**src/rtl/i_execute_pkg.sv**
```systemverilog
// Shared definitions for the MIPS execute stage: ALU control codes,
// funct field values, ALU op classes from the control unit, and the bit
// positions of the WB and M control bundles carried through ID/EX and EX/MEM.
package i_execute_pkg;

    // 4-bit ALU control codes seen by the ALU
    typedef enum logic [3:0] {
        ALU_AND = 4'b0000,
        ALU_OR  = 4'b0001,
        ALU_ADD = 4'b0010,
        ALU_SUB = 4'b0110,
        ALU_SLT = 4'b0111,
        ALU_NOR = 4'b1100
    } alu_ctl_e;

    // ALU op class produced by the main control unit
    typedef enum logic [1:0] {
        ALU_OP_ADD   = 2'b00,
        ALU_OP_SUB   = 2'b01,
        ALU_OP_FUNCT = 2'b10,
        ALU_OP_RSVD  = 2'b11
    } alu_op_e;

    // R-type funct field values that the ALU control understands
    localparam logic [5:0] FUNCT_ADD = 6'b100000;
    localparam logic [5:0] FUNCT_SUB = 6'b100010;
    localparam logic [5:0] FUNCT_AND = 6'b100100;
    localparam logic [5:0] FUNCT_OR  = 6'b100101;
    localparam logic [5:0] FUNCT_SLT = 6'b101010;
    localparam logic [5:0] FUNCT_NOR = 6'b100111;

    // Bit positions inside the WB control bundle
    localparam int WB_REG_WRITE  = 1;
    localparam int WB_MEM_TO_REG = 0;

    // Bit positions inside the M control bundle
    localparam int M_BRANCH    = 2;
    localparam int M_MEM_READ  = 1;
    localparam int M_MEM_WRITE = 0;

endpackage

```
**src/rtl/i_execute_alu.sv**
```systemverilog
// Purely combinational ALU for the execute stage. Add and subtract wrap
// modulo 2^WIDTH with no overflow trap; SLT is a signed compare whose
// single-bit answer is zero-extended to the full width.
module alu
    import i_execute_pkg::*;
#(
    parameter int WIDTH = 32
) (
    input  logic [WIDTH-1:0] a,
    input  logic [WIDTH-1:0] b,
    input  logic [3:0]       ctl,
    output logic [WIDTH-1:0] result,
    output logic             zero
);

    logic less_than;

    // Signed compare used only by SLT
    always_comb begin
        less_than = $signed(a) < $signed(b);
    end

    // Select the operation; unknown codes fall back to add
    always_comb begin
        result = a + b;
        case (ctl)
            ALU_AND: result = a & b;
            ALU_OR:  result = a | b;
            ALU_ADD: result = a + b;
            ALU_SUB: result = a - b;
            ALU_SLT: result = {{(WIDTH-1){1'b0}}, less_than};
            ALU_NOR: result = ~(a | b);
            default: result = a + b;
        endcase
    end

    // Zero flag is taken from the unregistered result
    always_comb begin
        zero = (result == '0);
    end

endmodule

```
**src/rtl/i_execute.sv**
```systemverilog
// Execute stage of the 5-stage MIPS pipeline. Decodes the ALU control code,
// picks operand B and the destination register, runs the ALU, forms the
// branch target, and captures everything in the EX/MEM register, which
// supports a hold (stall) and a bubble load (flush).
module i_execute
    import i_execute_pkg::*;
#(
    parameter int WIDTH      = 32,
    parameter int REG_ADDR_W = 5
) (
    input  logic                  clk,
    input  logic                  rst,
    input  logic                  stall,
    input  logic                  flush,
    input  logic [1:0]            wb_ctl,
    input  logic [2:0]            m_ctl,
    input  logic                  reg_dst,
    input  logic                  alu_src,
    input  logic [1:0]            alu_op,
    input  logic [WIDTH-1:0]      npc,
    input  logic [WIDTH-1:0]      r_data1,
    input  logic [WIDTH-1:0]      r_data2,
    input  logic [WIDTH-1:0]      sign_ext,
    input  logic [REG_ADDR_W-1:0] instr_2016,
    input  logic [REG_ADDR_W-1:0] instr_1511,
    output logic [1:0]            wb_ctl_out,
    output logic                  branch,
    output logic                  mem_read,
    output logic                  mem_write,
    output logic [WIDTH-1:0]      add_result,
    output logic                  zero,
    output logic [WIDTH-1:0]      alu_result,
    output logic [WIDTH-1:0]      r_data2_out,
    output logic [REG_ADDR_W-1:0] write_reg
);

    logic [5:0]            funct;
    alu_ctl_e              alu_ctl;
    logic [WIDTH-1:0]      operand_b;
    logic [WIDTH-1:0]      ex_result;
    logic                  ex_zero;
    logic [WIDTH-1:0]      branch_target;
    logic [REG_ADDR_W-1:0] dest_reg;

    assign funct = sign_ext[5:0];

    // ALU control: op class from control unit, funct refines R-type ops
    always_comb begin
        alu_ctl = ALU_ADD;
        case (alu_op_e'(alu_op))
            ALU_OP_ADD: alu_ctl = ALU_ADD;
            ALU_OP_SUB: alu_ctl = ALU_SUB;
            ALU_OP_FUNCT: begin
                case (funct)
                    FUNCT_ADD: alu_ctl = ALU_ADD;
                    FUNCT_SUB: alu_ctl = ALU_SUB;
                    FUNCT_AND: alu_ctl = ALU_AND;
                    FUNCT_OR:  alu_ctl = ALU_OR;
                    FUNCT_SLT: alu_ctl = ALU_SLT;
                    FUNCT_NOR: alu_ctl = ALU_NOR;
                    default:   alu_ctl = ALU_ADD;
                endcase
            end
            default: alu_ctl = ALU_ADD;
        endcase
    end

    // Operand B is the immediate for I-type ops, rt otherwise
    always_comb begin
        operand_b = alu_src ? sign_ext : r_data2;
    end

    // Branch target is word-aligned offset from PC+4, wrapping silently
    always_comb begin
        branch_target = npc + (sign_ext << 2);
    end

    // Destination is rd for R-type, rt for loads and immediates
    always_comb begin
        dest_reg = reg_dst ? instr_1511 : instr_2016;
    end

    alu #(
        .WIDTH (WIDTH)
    ) u_alu (
        .a      (r_data1),
        .b      (operand_b),
        .ctl    (alu_ctl),
        .result (ex_result),
        .zero   (ex_zero)
    );

    // EX/MEM register: reset and flush load a bubble, stall holds
    always_ff @(posedge clk) begin
        if (rst) begin
            wb_ctl_out  <= '0;
            branch      <= 1'b0;
            mem_read    <= 1'b0;
            mem_write   <= 1'b0;
            add_result  <= '0;
            zero        <= 1'b0;
            alu_result  <= '0;
            r_data2_out <= '0;
            write_reg   <= '0;
        end else if (flush) begin
            wb_ctl_out  <= '0;
            branch      <= 1'b0;
            mem_read    <= 1'b0;
            mem_write   <= 1'b0;
            add_result  <= '0;
            zero        <= 1'b0;
            alu_result  <= '0;
            r_data2_out <= '0;
            write_reg   <= '0;
        end else if (!stall) begin
            wb_ctl_out  <= wb_ctl;
            branch      <= m_ctl[M_BRANCH];
            mem_read    <= m_ctl[M_MEM_READ];
            mem_write   <= m_ctl[M_MEM_WRITE];
            add_result  <= branch_target;
            zero        <= ex_zero;
            alu_result  <= ex_result;
            r_data2_out <= r_data2;
            write_reg   <= dest_reg;
        end
    end

endmodule

```
**config.mk**
```make
export PLATFORM = sky130hd
export DESIGN_NAME = i_execute
export DESIGN_NICKNAME = d
export VERILOG_FILES = /design/src/rtl/i_execute_pkg.sv /design/src/rtl/i_execute_alu.sv /design/src/rtl/i_execute.sv
export SDC_FILE = /design/constraint.sdc
export NUM_CORES = 1
export LEC_CHECK = 0
export CORE_MARGIN = 2
export CORE_UTILIZATION = 52
export DETAILED_ROUTE_END_ITERATION = 16
export MAX_ROUTING_LAYER = met4
export PLACE_DENSITY = 0.93
export SLEW_MARGIN = 20
export SYNTH_ARGS = -nofsm -noshare
export SYNTH_HDL_FRONTEND = slang
export SYNTH_SLANG_ARGS = --single-unit
```
**constraint.sdc**
```tcl
create_clock -name clk -period 6.98 [get_ports clk]
set_input_delay 2.094 -clock clk [delete_from_list [all_inputs] [get_ports clk]]
set_output_delay 2.094 -clock clk [all_outputs]
set_load 0.05 [all_outputs]
```
==> metrics, run 1 <==
status=complete, no violations; GR Layer Usage met2=about three fifths; Seq/Total Area, Yosys=roughly 20%; R2R depth=2; Mapped Cells=around 1400; crit path max fanout=8; CTS root buffer=clkbuf_16; Worst setup SP type=input port; clock buffer count from CTS=9; largest net degree at the start of global routing=71; Post-synth EDFFs=0; setup bufs post-CTS=0; Remaining DRCs=0; hpwl dp=32290 um; Worst IR Drop VDD=0.1191 mV; Layout Skew=0 ns; drt wl/cell=between 20 and 25 um; Worst Setup End Kind=flip-flop; M3 GR Usage=8.804%; Die Height=approximately 150 um; Hold Path Depth=2; net count after synthesis=1701; Worst Hold Launch=alu_result[15]$_SDFFE_PP0N_; grt total ovfl=0; FF-to-FF Start=alu_result[25]$_SDFFE_PP0N_; Clock Power Share=23.5%; final worst path period need=around 6.3 ns; vias in the first global route=around 12000; DRT Wirelength=41810 um; Final Max Tran Viols=0; Internal=approximately 1300 uW; Max clock buf depth=2; Synth Flop Type=dfxtp_1; Starting Density=a little over half; # rows=52; area growth from synthesis to layout=29.00%; Final #Nets=about 1900; normalized max-slew margin=38.28%; core region area=around 20000 um^2; Final Hold Fails=0; clk slew on worst S/H paths=~0.080 ns; maxcap violations=0; Synth cell types=94; DRT Pass-1 Iters=6; antenna-violating nets left=0; Comb pwr share=approximately 49%; Tcrit/Tclk final=89.86%; CTS resizes=0; synthesized area per cell=about 7.6 um^2; Yosys top cell area share=just under 20%; warnings from Yosys=0; I/O pins=roughly 260; post-DR vias/cell=between 6 and 7; Power Total=roughly 2400 uW; Data required, critical path=approximately 7.3 ns; TNS Setup=0 ns; total number of vias=roughly 12000; Die ar.=~22000 um^2; Port-buffer cells=between 200 and 300; commonest non-fill, non-tap cell in the layout=clkdlybuf4s50_1; ys async rst share=0%; RePlAce Congestion=roughly 1.0; net switching power=1021 uW; unrepaired setup endpoints after global routing=no; initial antenna violation count=0; worst-margin pin slew=just over 0.9 ns; Mapped Area=roughly 11000 um^2; Reg power frac=between 20 and 30%; DRT iter0 DRCs=approximately 1000; CTS tree=built; final count of negative-setup-slack endpoints=0; Area contributors post-synth=dfxtp_1 20%, ha_1 15%, mux2i_1 7.9%; PD cells=about 170 nW/um^2; H-tree depth=3; HP Class=reg -> reg; crit path from=sign_ext[1]; Max Freq=~160 MHz; sw frac=~43%; busiest grt layer=met2; Overall Global Routing Usage=a little under two fifths; diode count=0; Clock Latency Late Sink=0.37 ns; grt met1 use=a little under half; Yosys reg bits=107; most frequent cells in the layout=255 x clkdlybuf4s50_1, 190 x nor2_1, 133 x a21oi_1, 127 x ha_1, 107 x dfxtp_1; largest registers=add_result x32, alu_result x32, r_data2_out x32; hold_buf cts=0; chip width=between 100 and 150 um; first-pass GRT wire length=roughly 64000 um; Arrival @ worst endpoint=6.59 ns; leading area contributor after synthesis=dfxtp_1; share of cells above drive strength 1=~5.3%; leakage power=between 0.006 and 0.007 uW; CTS sink count=107; Crit Path Category=in -> reg
synth_stat cells (12+ instances only):
library cell and number:
a31oi_1 14, or3_1 15, a22oi_1 12, inv_1 95
nand2_1 81, a211oi_1 12, o21a_1 12, a21oi_1 133
a221oi_1 12, nor2b_1 13, nor2_1 190, mux2i_1 86
clkbuf_1 55, o211ai_1 23, o21ai_0 56, a21o_1 31
nor3_1 26, xnor2_1 19, nand3_1 20, buf_2 12
dfxtp_1 107, ha_1 127, a221o_1 13
worst paths after layout:
check                                 to  slack (ns)
min          alu_result[15]$_SDFFE_PP0N_        0.47
max reg2reg  alu_result[25]$_SDFFE_PP0N_        6.26
max                    zero$_SDFFE_PP0N_        0.71
min reg2reg  alu_result[15]$_SDFFE_PP0N_        0.47
kinds of logic after synthesis:
| kind of cell | share of synthesized area, % |
|---|---|
| AOI/OAI and AO/OA | 28.27 |
| xor gates and xnor gates | 2.426 |
| adders and majority gates | 15.23 |
| buffers and inverters | 6.585 |
| DFF | 19.78 |
| muxes | 8.052 |
| and+or+nand+nor | 19.66 |
power groups by stage:
stage	logic [uW]	clock network (uW)	registers [uW]
floorplan	643	0	765
global placement	1100	0	666
detailed placement	1120	0	668
CTS	1130	559	654
global route	1240	587	657
finish	1160	555	654
cell type report:
class                      count  area (um^2)
fill                        1654         6394
clock inverter                 7        82.58
multi-input combinational   1133         7984
timing repair buffer         292         2828
clock buffer                   9        225.2
tap                          270        337.8
inverter                      99        371.6
sequential                   107         2142
metal layers:
metal,share of wire (%),vias up,wire (um)
met5,0,-,0
met4,5.2,0,2193
met3,10,144,4225
met2,45,750,18930
met1,39,5759,16460
li1,-,5636,-
through the flow:
stage	setup WS (ns)	utilization [%]	cells	hold WS (ns)	instance area [um^2]
2_1_floorplan	0.7626	-	1420	0.6857	10830
5_1_grt	0.4428	68.60	1917	0.4852	13970
4_1_cts	0.8608	68.60	1917	0.4709	13970
3_3_place_gp	0.5663	67.09	1901	0.4471	13660
3_5_place_dp	0.4903	67.09	1901	0.4552	13660
6_report	0.7080	68.60	1917	0.4668	13970
critical path: stages:
cell and delay [ns]:
clkdlybuf4s50_1 0.55, mux2i_1 0.39, inv_1 0.18, fa_1 0.48
o21ba_1 0.23, nor4_2 0.27, o21a_1 0.27, o211ai_1 0.16
a2111oi_0 0.68, or3_1 0.20, nand3_1 0.10, nor4_1 0.29
nand4_1 0.18, nor4_1 0.37, nand2_1 0.08, nand2_1 0.06
(Power assumes the default switching activity.)
==> run 2, diff against run 1 <==
--- a/config.mk
+++ b/config.mk
@@ -6,10 +6,10 @@
 export NUM_CORES = 1
 export LEC_CHECK = 0
 export CORE_MARGIN = 2
-export CORE_UTILIZATION = 52
+export CORE_UTILIZATION = 47
 export DETAILED_ROUTE_END_ITERATION = 16
 export MAX_ROUTING_LAYER = met4
-export PLACE_DENSITY = 0.93
+export PLACE_DENSITY = 0.89
 export SLEW_MARGIN = 20
 export SYNTH_ARGS = -nofsm -noshare
 export SYNTH_HDL_FRONTEND = slang
==> constraint.sdc (replaced) <==
create_clock -name clk -period 5.6 [get_ports clk]
set_input_delay 1.68 -clock clk [delete_from_list [all_inputs] [get_ports clk]]
set_output_delay 1.68 -clock clk [all_outputs]
set_load 0.05 [all_outputs]
==> run 2 against run 1 <==
Net effect:
- sequential power is 25% higher
- global-route usage is 2.6 points lower
- combinational power is 41% higher
- design area is 8.9% higher
- critical path type unchanged
- first-iteration DRC count is 39% higher
- critical path depth is 1 higher
- highest routed layer unchanged
- clock power is 22% higher
- via count is 4.0% higher
- register-to-register slack worse by 1.4 ns
- worst setup slack worse by 0.53 ns
==> metrics, run 2 (synthesized netlist as in run 1, its figures left out) <==
CTS root buffer=clkbuf_16; I/O pins=258 (unchanged); Worst Setup End Kind=flip-flop; hold_buf cts=0 (unchanged); crit path max fanout=17 (+9); post-DR vias/cell=6.141 (-4.2%); Final Hold Fails=0 (unchanged); DRT Pass-1 Iters=7 (+1); RePlAce Congestion=1.046 (+2.8%); Reg power frac=26.2% (-1.4 points); core region area=22640 um^2 (+11%); Overall Global Routing Usage=35.43% (-2.6 points); net switching power=1305 uW (+28%); clk slew on worst S/H paths=0.09 ns (about the same); Port-buffer cells=257 (unchanged); HP Class=reg -> reg; area growth from synthesis to layout=40.43%; DP Area=14840 um^2 (+8.6%); status=complete, no violations; Worst setup SP type=input port; DRT Wirelength=43160 um (+3.2%); antenna-violating nets left=0 (unchanged); Comb pwr share=52.2% (+3.3 points); Arrival @ worst endpoint=5.74 ns (-0.85 ns); vias in the first global route=12270 (+2.3%); worst path buffer plus inverter count=6 (+4); placed instance count=2064 (+8.6%); chip width=155.8 um (+5.0%); unrepaired setup endpoints after global routing=no; Internal=1815 uW (+35%); Data required, critical path=5.92 ns (-1.38 ns); PD cells=205.1 nW/um^2 (+21%); Die Height=155.8 um (+5.0%); Layout Skew=0 ns (unchanged); most frequent cells in the layout=255 x clkdlybuf4s50_1, 190 x nor2_1, 182 x buf_4, 132 x a21oi_1, 127 x ha_1; # rows=55 (+5.8%); slowest cell on the critical path=mux2i_1; Clock Latency Late Sink=0.37 ns (about the same); Max clock buf depth=2 (unchanged); diode count=0 (unchanged); commonest non-fill, non-tap cell in the layout=clkdlybuf4s50_1; clock buffer count from CTS=9 (unchanged); largest registers=add_result x32, alu_result x32, r_data2_out x32; normalized max-slew margin=44.03% (+5.8 points); Max Freq=184.4 MHz; Starting Density=47.84% (-5.3 points); initial antenna violation count=0 (unchanged); WHS=0.4650 ns (-0.001810 ns); final non-filler cell total=2082 (+8.6%); final count of negative-setup-slack endpoints=0 (unchanged); Die ar.=24270 um^2 (+10%); CTS sink count=107 (unchanged); leakage power=0.006807 uW (+12%); CP peak stage delay=0.56 ns (-0.12 ns); Remaining DRCs=0 (unchanged); final worst path period need=5.422 ns; grt total ovfl=0 (unchanged); family with the most delay on the worst path=compound AO/OA/AOI/OAI gates; DRT iter0 DRCs=1463 (+39%); crit-path most repeated cell=buf_4; largest net degree at the start of global routing=103 (+45%); Post-Layout Inst Area=15210 um^2 (+8.9%); Final #Nets=2073 (+7.8%); Clock Power Share=21.6% (-1.9 points); Crit Path Category=in -> reg; Final Max Tran Viols=0 (unchanged); Worst IR Drop VDD=0.1722 mV (+45%); CTS tree=built; H-tree depth=3 (unchanged); worst-margin pin slew=0.8375 ns (-0.08833 ns); CP cell instances=buf_2 -> buf_12 -> buf_4 -> mux2i_1 -> ha_1 -> inv_2 -> a21oi_1 -> a211oi_1 -> or3_1 -> a31oi_1 -> o211ai_1 -> buf_4 -> or2_1 -> a41o_1 -> o211ai_1 -> buf_4 -> o211a_1; total number of vias=12790 (+4.0%); hpwl dp=34170 um (+5.8%); drt wl/cell=20.73 um (-5.0%); maxcap violations=0 (unchanged); first-pass GRT wire length=66120 um (+3.1%); sw frac=41.84% (-1.3 points); share of cells above drive strength 1=13.75% (+8.4 points); Tcrit/Tclk final=between 90% and 100%
## run 2: power by group through the flow
stage	Sequential [uW]	Clock, uW	Combinational (uW)
floorplan	953	0	801
global placement	832	0	1540
finish	817	675	1630
CTS	816	677	1580
global route	820	701	1740
detailed placement	833	0	1570
## run 2: per-layer routing
metal  up-vias  GRT usage [%]  share of wire, %
li1       5932              -                 -
met1      5992          43.66                41
met2       703          56.60                45
met3       159          5.333               8.5
met4         0          17.82               5.7
met5         -              -                 0
## run 2: tightest hold or removal path, cell delays in order (launching register included)
cell and delay, ns:
dfxtp_1 0.32, nand2_1 0.06, a21oi_1 0.05
## run 2: through the flow
stage               setup slack, ns  power, uW  util (%)  setup TNS [ns]
CTS                          0.1318       3070     66.83               0
finish                       0.1781       3120     67.18               0
floorplan                   0.01726       1755         -               0
global route                0.03694       3257     67.18               0
detailed placement          -0.2207       2400     65.55         -0.7824
global placement            -0.1483       2370     65.55         -0.3399
## run 2: timing repair
item                       CTS  global route
hold endpoints to repair     0             0
setup buffers                0             2
gates resized for setup      0            13
setup endpoints to repair    0             3
## run 2: path summary, 6_finish.rpt
| kind | endpoint | depth (start not counted) | slack, ns | start |
|---|---|---|---|---|
| worst min register to register | add_result[7]$_SDFFE_PP0N_ | 2 | 0.46 | add_result[7]$_SDFFE_PP0N_ |
| worst max-delay path | alu_result[24]$_SDFFE_PP0N_ | 17 | 0.18 | alu_src |
| worst min-delay path | add_result[7]$_SDFFE_PP0N_ | 2 | 0.46 | add_result[7]$_SDFFE_PP0N_ |
| worst max register to register | alu_result[30]$_SDFFE_PP0N_ | 2 | 4.88 | alu_result[30]$_SDFFE_PP0N_ |
## run 2: area by class of cell
class | instances | area [um^2]
fillers | 1805 | 7431
well taps | 285 | 356.6
multi-input cells | 1133 | 8048
clock buffers | 10 | 229.0
repair buffers | 442 | 4004
clock inverters | 6 | 58.81
inverters | 99 | 371.6
flip-flops and latches | 107 | 2142
